## src/rtl/serializador_pkg.sv

```systemverilog
// Shared types and helpers for the serial word link transmitter.
// Latency: n/a (declarations only).
// Backpressure: n/a.
package serializador_pkg;

    typedef enum logic [1:0] {
        IDLE  = 2'd0,
        SHIFT = 2'd1,
        HOLD  = 2'd2,
        GAP   = 2'd3
    } state_ser_t;

    localparam int DEFAULT_WORD_WIDTH = 8;

    // Even parity over a word, zero-extended to 64 bits by the caller.
    function automatic logic even_parity(input logic [63:0] word);
        return ^word;
    endfunction

endpackage

```

## src/rtl/serializador_if.sv

```systemverilog
// Word-side handshake and serial-side strobe bundle of the transmitter.
// Latency: n/a (wires only).
// Backpressure: status_in from the receiver throttles the serial side.
interface serializador_if
    import serializador_pkg::*;
#(
    parameter int WORD_WIDTH = DEFAULT_WORD_WIDTH
);

    logic [WORD_WIDTH-1:0] data_in;
    logic                  data_valid_in;
    logic                  ack_out;
    logic                  status_in;
    logic                  serial_out;
    logic                  write_out;
    logic                  busy_out;

    // Environment side: queue plus receiver status.
    modport master (
        output data_in, data_valid_in, status_in,
        input  ack_out, serial_out, write_out, busy_out
    );

    // Transmitter side.
    modport slave (
        input  data_in, data_valid_in, status_in,
        output ack_out, serial_out, write_out, busy_out
    );

endinterface

```

## src/rtl/serializador_shreg.sv

```systemverilog
// Loadable right-shift register with hold, LSB serial tap and bit counter with last flag.
// Latency: load/shift take effect on the next clock edge.
// Backpressure: shift_en low holds contents and count unchanged.
module serializador_shreg
    import serializador_pkg::*;
#(
    parameter int WIDTH = DEFAULT_WORD_WIDTH,
    parameter int CNT_W = $clog2(WIDTH + 1)
) (
    input  logic             clock_100KHz,
    input  logic             reset,
    input  logic             load,
    input  logic [WIDTH-1:0] load_dat,
    input  logic             shift_en,
    output logic             lsb,
    output logic             last
);

    logic [WIDTH-1:0] shreg;
    logic [CNT_W-1:0] bit_cnt;

    // Load a new frame or shift one bit out; the counter saturates at WIDTH.
    always_ff @(posedge clock_100KHz or posedge reset) begin
        if (reset) begin
            shreg   <= '0;
            bit_cnt <= '0;
        end else if (load) begin
            shreg   <= load_dat;
            bit_cnt <= '0;
        end else if (shift_en) begin
            shreg <= shreg >> 1;
            if (bit_cnt != CNT_W'(WIDTH)) begin
                bit_cnt <= bit_cnt + 1'b1;
            end
        end
    end

    assign lsb  = shreg[0];
    assign last = (bit_cnt == CNT_W'(WIDTH - 1));

endmodule

```

## src/rtl/serializador.sv

```systemverilog
// Serial word transmitter: pops a word, shifts it out LSB first with write_out strobe, then idles GAP_CYCLES.
// Latency: ack_out the cycle after data_valid_in&&status_in in IDLE; first bit the cycle after ack_out.
// Backpressure: status_in=0 holds the current bit (HOLD); optional parity bit via SERIALIZADOR_PARITY_EN.
module serializador
    import serializador_pkg::*;
#(
    parameter int WORD_WIDTH = DEFAULT_WORD_WIDTH,
    parameter int GAP_CYCLES = 1
) (
    input  logic          clock_100KHz,
    input  logic          reset,
    serializador_if.slave bus
);

`ifdef SERIALIZADOR_PARITY_EN
    localparam int FRAME_LEN = WORD_WIDTH + 1;
`else
    localparam int FRAME_LEN = WORD_WIDTH;
`endif

    localparam logic [1:0] ST_IDLE  = IDLE;
    localparam logic [1:0] ST_SHIFT = SHIFT;
    localparam logic [1:0] ST_HOLD  = HOLD;
    localparam logic [1:0] ST_GAP   = GAP;
    localparam logic [4:0] GAP_LEN  = 5'(GAP_CYCLES);

    logic [1:0]           state;
    logic [3:0]           gap_cnt;
    logic                 ack_q;
    logic                 serial_q;
    logic                 write_q;
    logic                 load;
    logic                 shift_en;
    logic                 lsb;
    logic                 last;
    logic [FRAME_LEN-1:0] load_dat;

    // A word is captured only from IDLE, and only while the receiver can accept.
    assign load     = (state == ST_IDLE) && bus.data_valid_in && bus.status_in;
    assign shift_en = ((state == ST_SHIFT) || (state == ST_HOLD)) && bus.status_in;

`ifdef SERIALIZADOR_PARITY_EN
    assign load_dat = {even_parity(64'(bus.data_in)), bus.data_in};
`else
    assign load_dat = bus.data_in;
`endif

    serializador_shreg #(
        .WIDTH (FRAME_LEN)
    ) u_shreg (
        .clock_100KHz (clock_100KHz),
        .reset        (reset),
        .load         (load),
        .load_dat     (load_dat),
        .shift_en     (shift_en),
        .lsb          (lsb),
        .last         (last)
    );

    // Frame sequencing with registered outputs; SHIFT and HOLD both resume on status_in.
    always_ff @(posedge clock_100KHz or posedge reset) begin
        if (reset) begin
            state    <= ST_IDLE;
            gap_cnt  <= '0;
            ack_q    <= 1'b0;
            serial_q <= 1'b0;
            write_q  <= 1'b0;
        end else begin
            case (state)
                ST_IDLE: begin
                    gap_cnt  <= '0;
                    serial_q <= 1'b0;
                    write_q  <= 1'b0;
                    ack_q    <= load;
                    if (load) begin
                        state <= ST_SHIFT;
                    end
                end
                ST_SHIFT, ST_HOLD: begin
                    ack_q   <= 1'b0;
                    gap_cnt <= '0;
                    if (bus.status_in) begin
                        serial_q <= lsb;
                        write_q  <= 1'b1;
                        if (last) begin
                            state <= (GAP_CYCLES == 0) ? ST_IDLE : ST_GAP;
                        end else begin
                            state <= ST_SHIFT;
                        end
                    end else begin
                        // serial_q keeps the last sent bit while stalled.
                        write_q <= 1'b0;
                        state   <= ST_HOLD;
                    end
                end
                ST_GAP: begin
                    ack_q    <= 1'b0;
                    serial_q <= 1'b0;
                    write_q  <= 1'b0;
                    if (({1'b0, gap_cnt} + 5'd1) >= GAP_LEN) begin
                        gap_cnt <= '0;
                        state   <= ST_IDLE;
                    end else begin
                        gap_cnt <= gap_cnt + 4'd1;
                    end
                end
                default: begin
                    ack_q    <= 1'b0;
                    serial_q <= 1'b0;
                    write_q  <= 1'b0;
                    gap_cnt  <= '0;
                    state    <= ST_IDLE;
                end
            endcase
        end
    end

    assign bus.ack_out    = ack_q;
    assign bus.serial_out = serial_q;
    assign bus.write_out  = write_q;
    assign bus.busy_out   = (state != ST_IDLE);

endmodule

```

## src/flat_wrapper.sv

```systemverilog
// flat-port wrapper written by rule: the top's interface ports become plain ports
module serializador_flat import serializador_pkg::*;
#(
    parameter int WORD_WIDTH = DEFAULT_WORD_WIDTH,
    parameter int GAP_CYCLES = 1
)
  (clock_100KHz, reset, bus_data_in, bus_data_valid_in, bus_status_in, bus_ack_out, bus_serial_out, bus_write_out, bus_busy_out);
  serializador_if #(.WORD_WIDTH(WORD_WIDTH)) bus_i ();
  input  logic clock_100KHz;
  input  logic reset;
  input wire logic [$bits(bus_i.data_in)-1:0] bus_data_in;
  input wire logic [$bits(bus_i.data_valid_in)-1:0] bus_data_valid_in;
  input wire logic [$bits(bus_i.status_in)-1:0] bus_status_in;
  output wire logic [$bits(bus_i.ack_out)-1:0] bus_ack_out;
  output wire logic [$bits(bus_i.serial_out)-1:0] bus_serial_out;
  output wire logic [$bits(bus_i.write_out)-1:0] bus_write_out;
  output wire logic [$bits(bus_i.busy_out)-1:0] bus_busy_out;
  assign bus_i.data_in = bus_data_in;
  assign bus_i.data_valid_in = bus_data_valid_in;
  assign bus_i.status_in = bus_status_in;
  assign bus_ack_out = bus_i.ack_out;
  assign bus_serial_out = bus_i.serial_out;
  assign bus_write_out = bus_i.write_out;
  assign bus_busy_out = bus_i.busy_out;
  serializador #(.WORD_WIDTH(WORD_WIDTH), .GAP_CYCLES(GAP_CYCLES)) u_core (.clock_100KHz(clock_100KHz), .reset(reset), .bus(bus_i));
endmodule
```

## config.mk

```make
export PLATFORM = sky130hd
export DESIGN_NAME = serializador_flat
export DESIGN_NICKNAME = d
export VERILOG_FILES = /design/src/rtl/serializador_pkg.sv /design/src/rtl/serializador_if.sv /design/src/rtl/serializador_shreg.sv /design/src/rtl/serializador.sv /design/src/flat_wrapper.sv
export SDC_FILE = /design/constraint.sdc
export NUM_CORES = 1
export LEC_CHECK = 0
export ABC_AREA = 1
export CAP_MARGIN = 20
export CORE_UTILIZATION = 35
export DETAILED_ROUTE_END_ITERATION = 6
export PLACE_DENSITY_LB_ADDON = 0.1
export REMOVE_ABC_BUFFERS = 1
export SYNTH_ARGS = -nofsm -noshare
export SYNTH_HDL_FRONTEND = slang
export SYNTH_HIERARCHICAL = 1
export SYNTH_SLANG_ARGS = --single-unit
```

## constraint.sdc

```tcl
create_clock -name clock_100KHz -period 1.9 [get_ports clock_100KHz]
set_input_delay 0.19 -clock clock_100KHz [delete_from_list [all_inputs] [get_ports clock_100KHz]]
set_output_delay 0.19 -clock clock_100KHz [all_outputs]
set_load 0.02 [all_outputs]
```

==> results.md, run 1 <==
* Antenna cells at 0
* WS Path Type: flop to flop
* Maximum level of the CTS H-tree at 1
* Final Power at 1.645 mW
* DRT iter0 DRCs at 21
* R2R depth at 10
* DRC at 0
* CTS Hold Bufs at 0
* Vias in the first global route at 863
* Setup Buffers After CTS at 0
* Utilization after layout at 44.80%
* Layout Nets at 176
* Clk_skew at 7.553 ps
* Worst reg2reg path startpoint: u_core/state[0]
* Final global-route overflow total at 0
* Layout cells sized above 1 at 13.46%
* FF+latch count, synth at 21
* Num CTS Buffers at 3
* Top cells by area, synth: dfrtp_1 (47%), nand2_1 (15%), ha_1 (7.8%)
* Final setup fails at 0
* DR vias at 859
* Final WL at about 1900 um
* Clk sinks at 21
* Worst EP required at 2100 ps
* FMAX at around 600 MHz
* Crit path max fanout at 9
* Largest net degree at the start of global routing at 13
* Clk Latency, worst-skew pair at 300 ps
* Crit path time final at 1669 ps
* Initial core utilization at 36.60%
* Period utilisation layout at 87.85%
* Area of the multi-input gates at slightly above 500 um2
* Leakage at 0.7051 nW
* Distinct cells, synth at 23
* Crit path arrival time at around 1900 ps
* Clk pin slew, worst setup/hold paths at 110 ps
* Synthesized netlist cell count at ~130
* Slowest stage cell on the critical path: dfrtp_1
* Worst Setup Start Kind: flop
* Post-Synthesis Cell Area at approximately 1100 um2
* DRT antenna net count at 0
* Flop-to-flop setup slack at 230 ps
* DIE WIDTH at 58.50 um
* Synthesis warning total at 6
* Commonest cells after routing, fill and taps aside: nand2_1 (44), dfrtp_1 (21), inv_1 (18)
* Vias per Instance at 4.295
* Worst-path cell chain: inv_1 > ha_1 > inv_1 > nor3_2 > buf_4 > nor2_4 > inv_2 > nand2_4 > nand2_1 > nand2_1
* RSZ-0062 raised after global routing: false
* Slowest stage delay, CP at 410 ps
* Final Hold Vio Count at 0
* Sequential Area at 525.5 um2
* First-pass iteration count of the detailed router at 4
* Syn_area_per_cell at 8.401 um2
* Io pins at 16
* Worst path bufs/invs at 4
* Cell taking the most area after synthesis: dfrtp_1
* Routed wire per std cell at 9.370 um
* Placer Congestion at 0.8360
* Status: complete, no violations
* CP Capture Type: flop
* Core area at 3053 um2
* Post-synth top area share at 47.03%
* Sequential area share after synthesis at 47.03%
* Die ar. at between 3000 and 4000 um2
* Hold/Removal Path Class: input port to asynchronous set/reset pin
* Cell Pwr Density at around 1200 nW/um2
* Fill count at 328
* Peak VDD IR at about 480 uV
* Gr usage total at 13.17%
* Rows at 20
* Dpl hpwl at 1506 um
* CTS tree: built
* Initial antenna violation count at 0
* R2R Path End: u_core/u_shreg/bit_cnt[3]
* Slew Viols, Final at 0
* Max_cap viols at 0
* Top delay family on crit path: simple AND/OR/NAND/NOR gates
* Final setup TNS at 0 ps
* I/O Buffers at 15
* P&R area growth vs syn at 22.40%
* Commonest non-fill, non-tap cell in the layout: nand2_1
* Clock root cell: clkbuf_4
* CTS Buffer Depth at 2
* First-pass GRT wire length at 3415 um
* Height of the die at 58.50 um
flip-flops by register name (all words and copies together) (netlist names):
register                count
u_core/u_shreg/shreg        8
u_core/u_shreg/bit_cnt      4
u_core/bus.write_out        1
u_core/state                2
u_core/bus.serial_out       1
u_core/gap_cnt              4
u_core/bus.ack_out          1
how the worst max path moves through the flow:
| stage | start | endpoint | cells after the start | slack (ps) |
|---|---|---|---|---|
| 6_report | u_core/state[0] | u_core/u_shreg/bit_cnt[3] | 10 | 230 |
| 2_1_floorplan | u_core/state[0] | u_core/u_shreg/bit_cnt[1] | 9 | -510 |
| 3_3_place_gp | u_core/state[1] | u_core/u_shreg/bit_cnt[1] | 9 | 180 |
| 4_1_cts | u_core/state[0] | u_core/u_shreg/bit_cnt[1] | 10 | 120 |
| 5_1_grt | u_core/state[0] | u_core/u_shreg/shreg[4] | 9 | 9 |
| 3_5_place_dp | u_core/state[0] | u_core/u_shreg/bit_cnt[1] | 9 | 130 |
timing repair:
item                                    CTS  global route
pin swaps                                 0             0
resized for setup                         1             1
endpoints found under the setup margin    1            12
metal layers:
layer / track usage, % / wire length (um) / vias up
li1: - / - / 446
met5: 0 / 0 / -
met2: 25.78 / 1008 / 10
met4: 3.061 / 18 / 0
met3: 3.956 / 64 / 2
met1: 13.60 / 783 / 401
cell type report:
| type | count | share of cell area, % |
|---|---|---|
| clock buffers | 4 | 1.921 |
| inverters | 23 | 6.313 |
| multi-input cells | 91 | 37.33 |
| flip-flops and latches | 21 | 38.43 |
| well taps | 44 | 4.026 |
| repair buffers | 17 | 11.99 |
Yosys cell counts (all sizes together):
master  number
a21oi        1
a22o         1
buf          1
clkinv       1
conb         1
dfrtp       21
ha           7
inv         22
nand2       47
nand3       14
nand4        1
nor2         9
nor3         2
nor4         1
o21ai        3
o21bai       1
cell families (layout without fill, tap and decap cells):
| kind of cell | after synthesis | count (layout) | synth area share (%) |
|---|---|---|---|
| simple gates | 74 | 74 | 31.02 |
| buf+inv | 24 | 44 | 8.733 |
| fa+ha+maj | 7 | 7 | 7.838 |
| compound gates | 6 | 6 | 5.039 |
| other cells | 1 | 4 | 0.3356 |
| flops | 21 | 21 | 47.03 |
report_power, final:
| group | total, mW | internal, mW | switching (mW) |
|---|---|---|---|
| Clock | 0.209 | 0.0817 | 0.128 |
| Combinational | 0.733 | 0.305 | 0.428 |
| Sequential | 0.702 | 0.597 | 0.106 |
| Total | 1.64 | 0.984 | 0.661 |
stage by stage:
stage	std cells	instance area (um2)	worst slack (ps)	hold WS, ps
global placement	196	1338	177.8	467.8
global route	200	1368	8.955	184.3
floorplan	135	1117	-510.2	17.92
finish	200	1368	230.8	173.9
CTS	200	1363	115.8	179.7
detailed placement	196	1338	126.1	469.5
No activity file was read; power rests on OpenSTA's default activity.
==> run 2, diff against run 1 <==
--- a/config.mk
+++ b/config.mk
@@ -6,8 +6,8 @@
 export NUM_CORES = 1
 export LEC_CHECK = 0
 export ABC_AREA = 1
-export CAP_MARGIN = 20
 export CORE_UTILIZATION = 35
+export CTS_BUF_LIST = sky130_fd_sc_hd__clkbuf_8
 export DETAILED_ROUTE_END_ITERATION = 6
 export PLACE_DENSITY_LB_ADDON = 0.1
 export REMOVE_ABC_BUFFERS = 1
==> constraint.sdc (replaced) <==
create_clock -name clock_100KHz -period 1.8 [get_ports clock_100KHz]
set_input_delay 0.18 -clock clock_100KHz [delete_from_list [all_inputs] [get_ports clock_100KHz]]
set_output_delay 0.18 -clock clock_100KHz [all_outputs]
set_load 0.02 [all_outputs]
==> run 2 against run 1 <==
Net effect:
- final area up 2.5%
- clock skew down 1.8 ps
- non-clock buffer count up 2
- first-iteration DRC count up 14%
- worst hold slack better by 33 ps
- cell count up 1.0%
==> results.md, run 2 (synthesis results as in run 1) <==
* Status: complete, no violations
* Max reg flops at 8
* DR vias at 863
* P&R area growth vs syn at 25.42%
* Period utilisation layout at 93.68%
* Antenna cells at 0
* Final WL at just under 2000 um
* Placement Cell Area at between 1000 and 1500 um2
* RSZ-0062 raised after global routing: false
* Placer Congestion at 0.7182
* Io pins at 16
* Crit path arrival time at 1510 ps
* Hold/Removal Path Class: input port to asynchronous set/reset pin
* Fill count at 305
* Worst-path cell chain: inv_1 > ha_1 > inv_1 > buf_4 > dlygate4sd2_1
* Worst path bufs/invs at 4
* Final Cell Area at 1401 um2
* Clk_skew at a little under 6 ps
* FMAX at 593.0 MHz
* Clk pin slew, worst setup/hold paths at 80 ps
* Peak VDD IR at 508.2 uV
* Maximum level of the CTS H-tree at 1
* Height of the die at 58.50 um
* Commonest non-fill, non-tap cell in the layout: nand2_1
* First-pass GRT wire length at 3484 um
* Setup Buffers After CTS at 0
* Clk Latency, worst-skew pair at 260 ps
* Minimum hold slack at 207.2 ps
* Final Power at 1.840 mW
* CP Capture Type: primary output
* CTS tree: built
* Grt met1 use at 14.87%
* I/O Buffers at 15
* Top delay family on crit path: buffers and inverters
* DRT antenna net count at 0
* Top reg by flops: u_core/u_shreg/shreg
* Regs by FF count: u_core/u_shreg/shreg: 8 flops, u_core/gap_cnt: 4 flops, u_core/u_shreg/bit_cnt: 4 flops
* Layout cells sized above 1 at between 10 and 15%
* Rows at 20
* CTS Hold Bufs at 0
* WS Path Type: flop to primary output
* Core area at 3053 um2
* Final setup fails at 0
* Final global-route overflow total at 0
* Final Hold Vio Count at 0
* Sequential Area at 525.5 um2
* Cts repair resizes at 1
* DRT iter0 DRCs at 24
* Layout Nets at 178
* First-pass iteration count of the detailed router at 4
* Die ar. at around 3400 um2
* Initial core utilization at between 30% and 40%
* Slowest stage delay, CP at 400 ps
* Num CTS Buffers at 3
* Met3 Use GR at 2.637%
* Commonest cells after routing, fill and taps aside: nand2_1 (44), dfrtp_1 (21), inv_1 (19)
* Vias in the first global route at 851
* Clock root cell: clkbuf_8
* DIE WIDTH at a little under 60 um
* Worst EP required at 1620 ps
* Routed wire per std cell at 9.792 um
* Area of the multi-input gates at 510.5 um2
* Dpl hpwl at approximately 1600 um
* Slew Viols, Final at 0
* CTS Buffer Depth at 2
* Cell Pwr Density at 1313 nW/um2
* Met2 GRT Util at 25.45%
* Slowest stage cell on the critical path: dfrtp_1
* Leakage at 0.7266 nW
* Max_cap viols at 0
* Vias per Instance at 4.272
* Crit path time final at around 1700 ps
* DRC at 0
* Dpl ws at 165.0 ps
* Largest net degree at the start of global routing at 13
* Worst Slack Setup Final at 113.7 ps
* Gr usage total at roughly 14%
* GR peak layer: met2
* Most frequent CP cell: inv_1
* Initial antenna violation count at 0
* Worst Setup Start Kind: flop
* Clk sinks at 21
* Crit path max fanout at 3
-- run 2: per-layer routing --
metal,wire (um),up-vias
met1,815,394
met2,1070,14
li1,-,450
met3,53,5
met4,39,0
met5,0,-
-- run 2: power by group --
group	total [mW]	switching (mW)	internal, mW	leakage, nW
Combinational	0.796	0.458	0.338	0.433
Clock	0.298	0.146	0.152	0.0269
Sequential	0.747	0.116	0.631	0.267
Total	1.84	0.720	1.12	0.727
-- run 2: path summary, 6_finish.rpt --
check | slack [ps] | cells after the start | start | to
worst max register to register | 210 | 10 | u_core/state[0] | u_core/u_shreg/bit_cnt[3]
min in group clock_100KHz | 480 | 2 | u_core/u_shreg/shreg[2] | u_core/u_shreg/shreg[1]
max in group asynchronous | 1210 | 2 | reset | u_core/u_shreg/bit_cnt[2]
worst min-delay path | 210 | 2 | reset | u_core/state[0]
worst max-delay path | 110 | 5 | u_core/state[0] | bus_busy_out
worst min register to register | 480 | 2 | u_core/u_shreg/shreg[2] | u_core/u_shreg/shreg[1]
-- run 2: area by class of cell --
| cell class | count | area share [%] |
|---|---|---|
| flip-flops and latches | 21 | 37.50 |
| multi-input cells | 91 | 36.43 |
| repair buffers | 19 | 12.77 |
| inverters | 23 | 6.161 |
| well taps | 44 | 3.929 |
| clock buffers | 3 | 2.946 |
| clock inverters | 1 | 0.2679 |
-- run 2: metrics by stage --
stage	std cells	utilization [%]	TNS, ps
floorplan	135	-	-6811
global placement	198	44.30	0
detailed placement	198	44.30	0
CTS	202	45.74	0
global route	202	45.90	0
finish	202	45.90	0
==> patch, RTL diff (flow settings as in run 2) <==
Change the package constant `DEFAULT_WORD_WIDTH` from 8 to 4.
--- a/src/rtl/serializador_pkg.sv
+++ b/src/rtl/serializador_pkg.sv
@@ -10,7 +10,7 @@
         GAP   = 2'd3
     } state_ser_t;
 
-    localparam int DEFAULT_WORD_WIDTH = 8;
+    localparam int DEFAULT_WORD_WIDTH = 4;
 
     // Even parity over a word, zero-extended to 64 bits by the caller.
     function automatic logic even_parity(input logic [63:0] word);
Interface: changed (resized bus_data_in); port bits go from 16 to 12. No check against the original RTL was run, so the function may have changed too.
==> patch against run 2 <==
Count of clock-buffer cells in the layout up 1; cell area shrank 25%; combinational power is 27% lower; final cell count fell by 28%; total power is 21% lower; sequential cell count down 5; synthesized area decreased by 25%; wire length decreased by 27%; largest power group unchanged; critical path depth rose by 5; setup slack gained 0.085 ns.
==> patch: results (changes against run 2) <==
<table>
<tr><th>Metric</th><th>Value</th></tr>
<tr><th colspan="2">Final layout</th></tr>
<tr><td>Share of final-layout standard cells stronger than drive strength 1</td><td>14.5% (-0.027 points)</td></tr>
<tr><td>Multi-input combinational cell area</td><td>379 um^2 (-26%)</td></tr>
<tr><td>Post-Layout Cell Count</td><td>145 (-28%)</td></tr>
<tr><td>Layout Nets</td><td>134 (-25%)</td></tr>
<tr><th colspan="2">Place</th></tr>
<tr><td>Last weighted congestion value of the routability-driven placer</td><td>0.780 (+8.6%)</td></tr>
<tr><td>Detailed placer's ending HPWL</td><td>1080 um (-31%)</td></tr>
<tr><td># placed instances</td><td>141 (-29%)</td></tr>
<tr><td>Setup slack at placement</td><td>0.210 ns (+0.0447 ns)</td></tr>
<tr><td>Count of input and output buffers</td><td>11 (-4)</td></tr>
<tr><th colspan="2">Power</th></tr>
<tr><td>Switch share</td><td>37.3% (-1.8 points)</td></tr>
<tr><td>Clock share of power</td><td>22.2% (+6.0 points)</td></tr>
<tr><th colspan="2">GRT</th></tr>
<tr><td>Wire length of the first global-routing pass</td><td>2460 um (-30%)</td></tr>
<tr><td>Met2 Resource Use GR</td><td>22.1% (-3.3 points)</td></tr>
<tr><th colspan="2">Synthesis</th></tr>
<tr><td>Largest cells by area after synthesis</td><td>dfrtp_1, ha_1, nand2_1, inv_1, nand3_1</td></tr>
<tr><td>Average cell area after synthesis</td><td>8.57 um^2 (+2.0%)</td></tr>
<tr><td>Adder-Cell Fraction of Synth Area</td><td>11.9% (+4.1 points)</td></tr>
<tr><td>Sequential cell area fraction in the yosys report</td><td>47.7% (+0.66 points)</td></tr>
<tr><td>Most instantiated cells after synthesis</td><td>nand2_1, dfrtp_1, inv_1</td></tr>
<tr><th colspan="2">Setup path</th></tr>
<tr><td>CP arrival</td><td>1.74 ns (+0.23 ns)</td></tr>
<tr><td>Critical Path Start</td><td>u_core/state[1]$_DFFE_PP0P_</td></tr>
<tr><td>Category of cells accounting for the largest share of critical-path delay</td><td>simple AND/OR/NAND/NOR gates</td></tr>
<tr><td>Worst Setup EP</td><td>u_core/u_shreg/bit_cnt[2]$_DFFE_PP0P_</td></tr>
<tr><th colspan="2">Detailed routing</th></tr>
<tr><td>Average wire per standard cell</td><td>10.0 um (+2.2%)</td></tr>
<tr><td>Met2 wire length</td><td>669 um (-37%)</td></tr>
<tr><td>Routed via count</td><td>645 (-25%)</td></tr>
<tr><th colspan="2">Outcome</th></tr>
<tr><td>Result of the run</td><td>finished clean</td></tr>
</table>
patch: changes by cell type in the layout (fill, tap and decap cells not counted), moves of 2 or more:
cell | before | now
buf_4 | 4 | 1
clkdlybuf4s50_1 | 14 | 10
dfrtp_1 | 21 | 16
inv_1 | 19 | 14
nand2_1 | 44 | 25
nand2_4 | 2 | 0
nand3_1 | 13 | 7
nor2_4 | 2 | 0
patch: cells by family (layout without fill, tap and decap cells):
kind of cell    after synthesis  count (layout)
other cells                   1               4
buf+inv                      19              35
fa+ha+maj                     8               8
simple gates                 49              49
flops                        16              16
compound gates                5               5
patch: timing repair:
item,CTS,global route
resized for setup,1,0
setup buffers,0,0
setup endpoints to repair,1,0
patch: final cells by class:
| type | count | share of cell area [%] |
|---|---|---|
| Multi-Input combinational cell | 66 | 35.9 |
| Sequential cell | 16 | 37.9 |
| Inverter | 19 | 6.75 |
| Clock buffer | 4 | 5.21 |
| Timing Repair Buffer | 12 | 11.0 |
| Tap cell | 28 | 3.31 |
